--- src/rtl/seq_defs.sv ---
// Shared definitions for the instruction sequencer: FSM encoding, word width, default gap.
package seq_defs;

    localparam int INSTR_W     = 32;
    localparam int DEFAULT_GAP = 5;

    typedef enum logic [2:0] {
        S_IDLE  = 3'd0,
        S_SETUP = 3'd1,
        S_PULSE = 3'd2,
        S_WAIT  = 3'd3,
        S_DONE  = 3'd4
    } state_t;

endpackage

--- src/rtl/instr_store.sv ---
// Program store: DEPTH x INSTR_W words, one synchronous write port, one asynchronous read port.
module instr_store
    import seq_defs::*;
#(
    parameter int DEPTH = 16,
    parameter int AW    = 4
) (
    input  logic               Clk,
    input  logic               we,
    input  logic [AW-1:0]      waddr,
    input  logic [INSTR_W-1:0] wdata,
    input  logic [AW-1:0]      raddr,
    output logic [INSTR_W-1:0] rdata
);

    logic [INSTR_W-1:0] mem [DEPTH];

    // NOTE: the array is deliberately left out of reset so it maps onto plain RAM;
    // its contents are only meaningful once software has loaded them.
    always_ff @(posedge Clk) begin
        if (we) mem[waddr] <= wdata;
    end

    assign rdata = mem[raddr];

endmodule

--- src/rtl/instr_sequencer.sv ---
// Issues words from the program store to the CPU, one newInstr strobe per word,
// with a fixed GAP-cycle wait after each strobe so the multi-cycle CPU can finish.
module instr_sequencer
    import seq_defs::*;
#(
    parameter int DEPTH = 16,
    parameter int AW    = 4,
    parameter int GAP   = DEFAULT_GAP
) (
    input  logic               Clk,
    input  logic               Reset,
    input  logic               load_en,
    input  logic [AW-1:0]      load_addr,
    input  logic [INSTR_W-1:0] load_data,
    input  logic [AW:0]        prog_len,
    input  logic               start,
    input  logic               abort,
    output logic [INSTR_W-1:0] instrWord,
    output logic               newInstr,
    output logic               busy,
    output logic               done,
    output logic [AW:0]        issued
);

    localparam int CW = (GAP > 1) ? $clog2(GAP) : 1;

    state_t             state;
    logic [AW-1:0]      pc;
    logic [AW:0]        len_q;
    logic [CW-1:0]      gap_cnt;
    logic               abort_q;

    logic               idle_like;
    logic               store_we;
    logic [AW-1:0]      raddr;
    logic [INSTR_W-1:0] rdata;
    logic [AW:0]        len_clamped;
    logic [INSTR_W-1:0] first_word;

    assign idle_like   = (state == S_IDLE) || (state == S_DONE);
    assign store_we    = load_en && idle_like;
    assign raddr       = idle_like ? '0 : pc;
    assign len_clamped = (prog_len > (AW+1)'(DEPTH)) ? (AW+1)'(DEPTH) : prog_len;
    // A write to address 0 in the start cycle must reach the first issued word.
    assign first_word  = (store_we && load_addr == '0) ? load_data : rdata;

    instr_store #(.DEPTH(DEPTH), .AW(AW)) u_store (
        .Clk   (Clk),
        .we    (store_we),
        .waddr (load_addr),
        .wdata (load_data),
        .raddr (raddr),
        .rdata (rdata)
    );

    // NOTE: every register here uses <= so all updates see the pre-edge values.
    always_ff @(posedge Clk) begin
        if (Reset) begin
            state     <= S_IDLE;
            instrWord <= '0;
            newInstr  <= 1'b0;
            busy      <= 1'b0;
            done      <= 1'b0;
            issued    <= '0;
            pc        <= '0;
            len_q     <= '0;
            gap_cnt   <= '0;
            abort_q   <= 1'b0;
        end else begin
            newInstr <= 1'b0;
            if (busy && abort) abort_q <= 1'b1;

            case (state)
                S_IDLE, S_DONE: begin
                    if (start) begin
                        len_q   <= len_clamped;
                        pc      <= '0;
                        issued  <= '0;
                        abort_q <= 1'b0;
                        if (len_clamped != '0) begin
                            state     <= S_SETUP;
                            instrWord <= first_word;
                            busy      <= 1'b1;
                            done      <= 1'b0;
                        end else begin
                            state <= S_DONE;
                            done  <= 1'b1;
                        end
                    end
                end
                S_SETUP: begin
                    state    <= S_PULSE;
                    newInstr <= 1'b1;
                end
                S_PULSE: begin
                    state   <= S_WAIT;
                    pc      <= pc + 1'b1;
                    issued  <= issued + 1'b1;
                    gap_cnt <= CW'(GAP - 1);
                end
                S_WAIT: begin
                    if (gap_cnt == '0) begin
                        // An abort arriving on the terminal-count cycle still stops the run.
                        if (issued == len_q || abort_q || abort) begin
                            state <= S_DONE;
                            busy  <= 1'b0;
                            done  <= 1'b1;
                        end else begin
                            state     <= S_SETUP;
                            instrWord <= rdata;
                        end
                    end else begin
                        gap_cnt <= gap_cnt - 1'b1;
                    end
                end
                default: begin
                    state <= S_IDLE;
                    busy  <= 1'b0;
                    done  <= 1'b0;
                end
            endcase
        end
    end

endmodule
--- config.mk ---
export PLATFORM = sky130hd
export DESIGN_NAME = instr_sequencer
export DESIGN_NICKNAME = d
export VERILOG_FILES = /design/src/rtl/seq_defs.sv /design/src/rtl/instr_store.sv /design/src/rtl/instr_sequencer.sv
export SDC_FILE = /design/constraint.sdc
export NUM_CORES = 1
export LEC_CHECK = 0
export ABC_CLOCK_PERIOD_IN_PS = 5300
export BUFFER_PORTS_ARGS = -buffer_cell sky130_fd_sc_hd__buf_4
export CAP_MARGIN = 20
export CORE_MARGIN = 2
export CORE_UTILIZATION = 62
export DETAILED_ROUTE_END_ITERATION = 12
export PLACE_DENSITY = 0.8
export SLEW_MARGIN = 25
export SYNTH_ARGS = -nofsm -noshare
export SYNTH_HDL_FRONTEND = slang
export SYNTH_SLANG_ARGS = --single-unit
export TNS_END_PERCENT = 10
--- constraint.sdc ---
create_clock -name Clk -period 5.3 [get_ports Clk]
set_input_delay 0.53 -clock Clk [delete_from_list [all_inputs] [get_ports Clk]]
set_output_delay 0.53 -clock Clk [all_outputs]
set_load 0.02 [all_outputs]
# [After elaboration in Yosys (flattened, before gate mapping)]
# Memories as Yosys holds them, arrays and structs flattened.
# Cells that the tools add are included.
[totals] regBits=56 latch_bits=0 ramBits=512 romBits=0 input_bits=46 output_inout_bits=40 elab_cells=84 mem_count=1
[mem_list] memory="u_store.mem" depth=16 word_bits=32 read_ports=1 rd_ports_with_merged_regs=0 wr=1 line_no="instr_store.sv:16" rtl="logic [INSTR_W-1:0] mem [DEPTH];"
[classes] addsub=3 n_mul=0 div=0 order_cmp=1 n_eq_ne=11 n_shift=0 mux=35 n_bitwise=1 n_reduce_logical=22
[ops] operator="32-bit 2-to-1 mux" n=5
[ops] operator="32-bit one-hot mux with 2 select lines" n=1
[ops] operator="3-bit 2-to-1 mux" n=5
[ops] operator="1-bit 2-to-1 mux" n=14
[ops] operator="2-bit inequality test, second input constant" n=6
[ops] operator="3-bit one-hot mux with 4 select lines" n=1
[ops] operator="5-bit 2-to-1 mux" n=2
[ops] operator="5-bit one-hot mux with 2 select lines" n=1
[ops] operator="5-bit AND reduction" n=2
[ops] operator="4-bit 2-to-1 mux" n=2
[ops] operator="4-bit one-hot mux with 2 select lines" n=1
[ops] operator="2-bit AND reduction" n=4
[ops] operator="3-bit by 2-bit equality test with 1-bit output, second input constant" n=2
[ops] operator="3-bit logical NOT" n=2
[ops] operator="1-bit one-hot mux with 3 select lines" n=2
[ops] operator="3-bit one-hot mux with 2 select lines" n=1
[ops] operator="2-bit nonzero test" n=3
[ops] operator="5-bit by 1-bit adder with 5-bit output, second input constant" n=1
[ops] operator="5-bit equality test" n=1
[ops] operator="5-bit greater-than comparator, second input constant" n=1
[ops] operator="5-bit nonzero test" n=1
[ops] operator="4-bit by 1-bit adder with 4-bit output, second input constant" n=1
[ops] operator="4-bit logical NOT" n=1
[ops] operator="4-bit AND reduction" n=1
[ops] operator="7 further kinds" n=12

# [Depth between registers and ports, before layout]
[depth] word_depth=8 ltp_mapped=9 mapped_depth_nobuf=7

# [By module]
# A second synthesis with hierarchy kept.
[unflattened] cells_unflattened=1132 hier_area_um2=21979.8
[modules_own_cells] module="instr_store" instances=1 cells_per_inst=806 area_per_inst_um2=19194.7 seq_area_each_um2=15374.7
[modules_own_cells] module="instr_sequencer" instances=1 cells_per_inst=326 area_per_inst_um2=2785.2 seq_area_each_um2=1121.1

# [Least setup slack after synthesis]
# Ideal clock, no wire load.
[synth_timing] path_kind="input -> register" from="in load_addr[0]" to="mem u_store.mem[12][0] (enable)" arrival_ps=3291 required_ps=4839 setup_slack_ps=1547 path_stages=2 cell_sequence="or4b_4 nor3_1"
[synth_lines] element="start: declaration" line_no="instr_sequencer.sv:13" rtl="input logic [AW-1:0] load_addr,"
[synth_lines] element="end: declaration" line_no="instr_store.sv:16"
# No word-level cell before the write port.

# [Worst setup path after layout]
[layout_timing] from="reg state[0]" to="reg instrWord[10]"
[layout_between] elab_chain_len=8 word_cells_on_any_way=21
[layout_rtl] element="start: declaration" line_no="instr_sequencer.sv:27" rtl="state_t state;"
[layout_rtl] element="start signal: assignment" line_no="instr_sequencer.sv:59" rtl="state <= S_IDLE;"
[layout_rtl] element="start signal: assignment" line_no="instr_sequencer.sv:81" rtl="state <= S_SETUP;"
[layout_rtl] element="start signal: assignment" line_no="instr_sequencer.sv:86" rtl="state <= S_DONE;"
[layout_rtl] element="3-bit equality test / 3-bit logical NOT (equally long branches)" line_no="instr_sequencer.sv:40, instr_sequencer.sv:73"
[layout_rtl] element="1-bit logical OR" line_no="instr_sequencer.sv:40" rtl="assign idle_like = (state == S_IDLE) || (state == S_DONE);"
[layout_rtl] element="4-bit 2-to-1 mux / 1-bit logical AND (equally long branches)" line_no="instr_sequencer.sv:42, instr_sequencer.sv:41"
[layout_rtl] element="memory 16 x 32 bit / 1-bit logical AND (equally long branches)"
[layout_rtl] element="32-bit 2-to-1 mux" line_no="instr_sequencer.sv:45" rtl="assign first_word = (store_we && load_addr == '0) ? load_data : rdata;"
[layout_rtl] element="32-bit 2-to-1 mux" line_no="instr_sequencer.sv:80" rtl="if (len_clamped != '0) begin"
[layout_rtl] element="32-bit 2-to-1 mux" line_no="instr_sequencer.sv:75" rtl="if (start) begin"
[layout_rtl] element="32-bit one-hot mux with 2 select lines" line_no="instr_sequencer.sv:73" rtl="case (state)"
[layout_rtl] element="end signal: assignment" line_no="instr_sequencer.sv:82" rtl="instrWord <= first_word;"
[layout_rtl] element="end signal: assignment" line_no="instr_sequencer.sv:110" rtl="instrWord <= rdata;"
[layout_rtl] element="end: declaration" line_no="instr_sequencer.sv:18" rtl="output logic [INSTR_W-1:0] instrWord,"
# Several ways; a longest one is shown, not always the timed one. The select of a mux whose other input is x is not followed.
# A chain may end at the register's enable or synchronous reset.

==> qor.txt <==
Pleak = 8.45 nW
P&R area growth vs syn = 14.0%
Sw Share = 0.283
drt first-iter violations = 1,519
routability congestion estimate from global placement = 0.800
largest net degree at the start of global routing = 77
Synth area leaders = edfxtp_1 65%, mux4_2 5.8%, dfxtp_1 4.7%
Slew Viols, Final = 0
most frequent cells in the layout = 512 x edfxtp_1, 108 x buf_4, 83 x a21oi_1
Reg power frac = 0.455
# resized after CTS = 0
clock sinks = 568
vias in the first global route = 13,800
measured slew at the worst slew-check pin = 1.10 ns
diode count = 0
most common cell after layout, fill and taps aside = edfxtp_1
Syn Nets = 1,531
Root Buffer = clkbuf_16
Syn. warnings = 0
Reg2Reg Capture Point = instrWord[10]
pwr dens = 442 nW/um2
drt wl/cell = 26.2 um
Syn Area/Cell = 16.0 um2
critical path peak fanout = 58
# nets final = 1,588
Final Hold Viols = 0
Pre-antenna DRT Iters = 5
Syn Std Cell Area = 23,700 um2
share of cells above drive strength 1 = 0.232
nature of the critical path endpoint = flip-flop
Setup crit start kind = flip-flop
ANT nets after route = 0
sequential area share after synthesis = 0.697
CORE AREA = 37,600 um2
Overall Power = 11.9 mW
period utilisation layout = 0.688
Critical Path AT = 4.07 ns
Clock Skews = 0.0244 ns
maxcap violations = 0
Slew headroom = 0.264
area leader, netlist = edfxtp_1
Worst Setup Slack, final = 1.65 ns
H-tree Lvls = 2
Post-synth ARST share = 0
CP top delay family = simple AND/OR/NAND/NOR gates
DIE AREA = 39,700 um2
Hold Buf Count CTS = 0
CTS tree = built
#FFs+latches synth = 568
detailed placer's ending HPWL = 31.2 mm
worst reg2reg path depth = 6
Hold Path Sink = len_q[4]
Synth Flop Type = edfxtp_1
pre-CTS setup slack = 1.60 ns
PortBufs = 85
fmax = 274 MHz
final setup violation count = 0
FF-to-FF Start = state[0]
Register Area = 16,500 um2
Fin Setup TNS = 0 ns
EDFF count, synth = 512
status = complete, no violations
slowest stage delay, CP = 0.89 ns
cts bufs inserted = 54
Psw = 3.37 mW
hold crit path type = input port to flip-flop
chip width = 199 um
Max IR drop VDD = 0.437 mV
post-synth top area share = 0.650
vias post-DR = 14,100
io pins = 86
Mapped Cells = 1,481
first-pass GRT wire length = 82.8 mm
Critical path buffers and inverters = 1
Logic pwr share = 0.211
worst hold stages = 3
clock network power share = 0.334
CP required = 5.73 ns
R2R Setup Slk = 1.65 ns
Critical Path, Cell by Cell = or2_2, nand2_1, buf_4, o32a_1, o22ai_1, o31ai_2
# DRC = 0
initial antenna violation count = 0
overall fraction of global-route tracks in use = 0.281
row count = 71
Setup Buffers After CTS = 0
internal power = 8.54 mW
CP max stage cell = or2_2
Cell variety after synth = 51
RSZ-0062 raised after global routing = no
hold path start = prog_len[4]
Vias/cell = 6.72
Tmin final = 3.65 ns
Initial Utilization = 0.629
overall routed net length = 54.9 mm
Worst-path clk slew = 0.06 ns
Fillers = 2,225
Max Root-Sink Buffers = 3
footprint of the multi-input gates = 6740 um2
die height = 199 um
overflow left after global routing = 0
crit path kind = flip-flop to flip-flop
later-pin clock latency in the skew report = 0.60 ns
-- per-stage QoR --
stage	hold WS [ns]	std cells	instance area [um2]	util
after floorplan	0.444	1481	23700	-
after global placement	0.458	1979	24800	0.659
after detailed placement	0.462	1991	25100	0.667
after CTS	0.197	2093	26900	0.716
after global routing	0.223	2095	27000	0.718
final	0.219	2095	27000	0.718
-- power by group through the flow --
stage	Sequential, mW	Combinational (mW)	Clock (mW)
after CTS	5.42	2.46	4.02
final	5.42	2.51	3.98
after global routing	5.43	2.66	4.20
after detailed placement	5.51	2.44	0
after global placement	5.50	2.34	0
after floorplan	5.47	1.61	0
-- final cells by class --
type / instances / area share
clock buffers: 71 / 0.0567
well taps: 511 / 0.0237
multi-input cells: 787 / 0.250
flip-flops and latches: 568 / 0.612
repair buffers: 124 / 0.0449
clock inverters: 31 / 0.0122
inverters: 3 / 0.000418
-- per-layer routing --
metal	track usage	routed length [um]
met5	0	0
met4	0.0995	1430
met3	0.0393	4490
met2	0.455	27100
met1	0.396	21900
-- registers in the layout, summed over array words and instances, names as in the netlist --
name and cells:
state 3, u_store.mem 512, gap_cnt 3, busy 1, instrWord 32, newInstr 1
len_q 5, issued 5, abort_q 1, pc 4, done 1
-- cells in the mapped netlist, types with 2 or more instances --
cell / instances
and2_1: 5
o31ai_2: 30
xnor2_1: 6
mux2i_1: 67
o31ai_1: 2
dfxtp_1: 56
a311oi_1: 3
a31oi_1: 35
a211oi_1: 2
o32a_1: 32
a21oi_2: 30
nor2b_1: 67
o21a_1: 62
inv_1: 3
nor4b_1: 2
or3_1: 3
nand3_1: 38
ha_1: 4
o211ai_1: 34
a21oi_1: 83
o221ai_1: 32
nand4_1: 3
nand2b_1: 67
clkbuf_1: 71
buf_1: 15
mux4_2: 61
o22ai_1: 32
nand2_1: 19
buf_2: 32
nor3_1: 6
o21ai_0: 7
a22oi_1: 2
nand4b_1: 2
buf_12: 3
nand3b_1: 5
or2_2: 6
edfxtp_1: 512
nor2_1: 28
xor2_1: 2
-- worst min-delay path: cells and delay by family --
family	cells	cell delay, ns
buffers and inverters	1	0.12
AOI/OAI and AO/OA	1	0.05
and+or+nand+nor	1	0.06
-- cells by family after synthesis --
family / synth area share
simple gates: 0.0616
mux: 0.0869
buf+inv: 0.0241
flops: 0.697
fa+ha+maj: 0.00212
xor+xnor: 0.00296
compound gates: 0.125
-- how the worst max path moves through the flow --
stage / startpoint / to / slack, ns / depth (start not counted)
2_1_floorplan: load_addr[0] / u_store.mem[12][0] / 1.55 / 2
3_3_place_gp: state[0] / u_store.mem[6][0] / 1.68 / 3
3_5_place_dp: state[0] / u_store.mem[9][7] / 1.60 / 4
4_1_cts: state[0] / u_store.mem[14][30] / 1.58 / 4
5_1_grt: state[0] / instrWord[31] / 1.55 / 5
6_report: state[0] / instrWord[10] / 1.65 / 6
No activity file was read; power rests on OpenSTA's default activity.
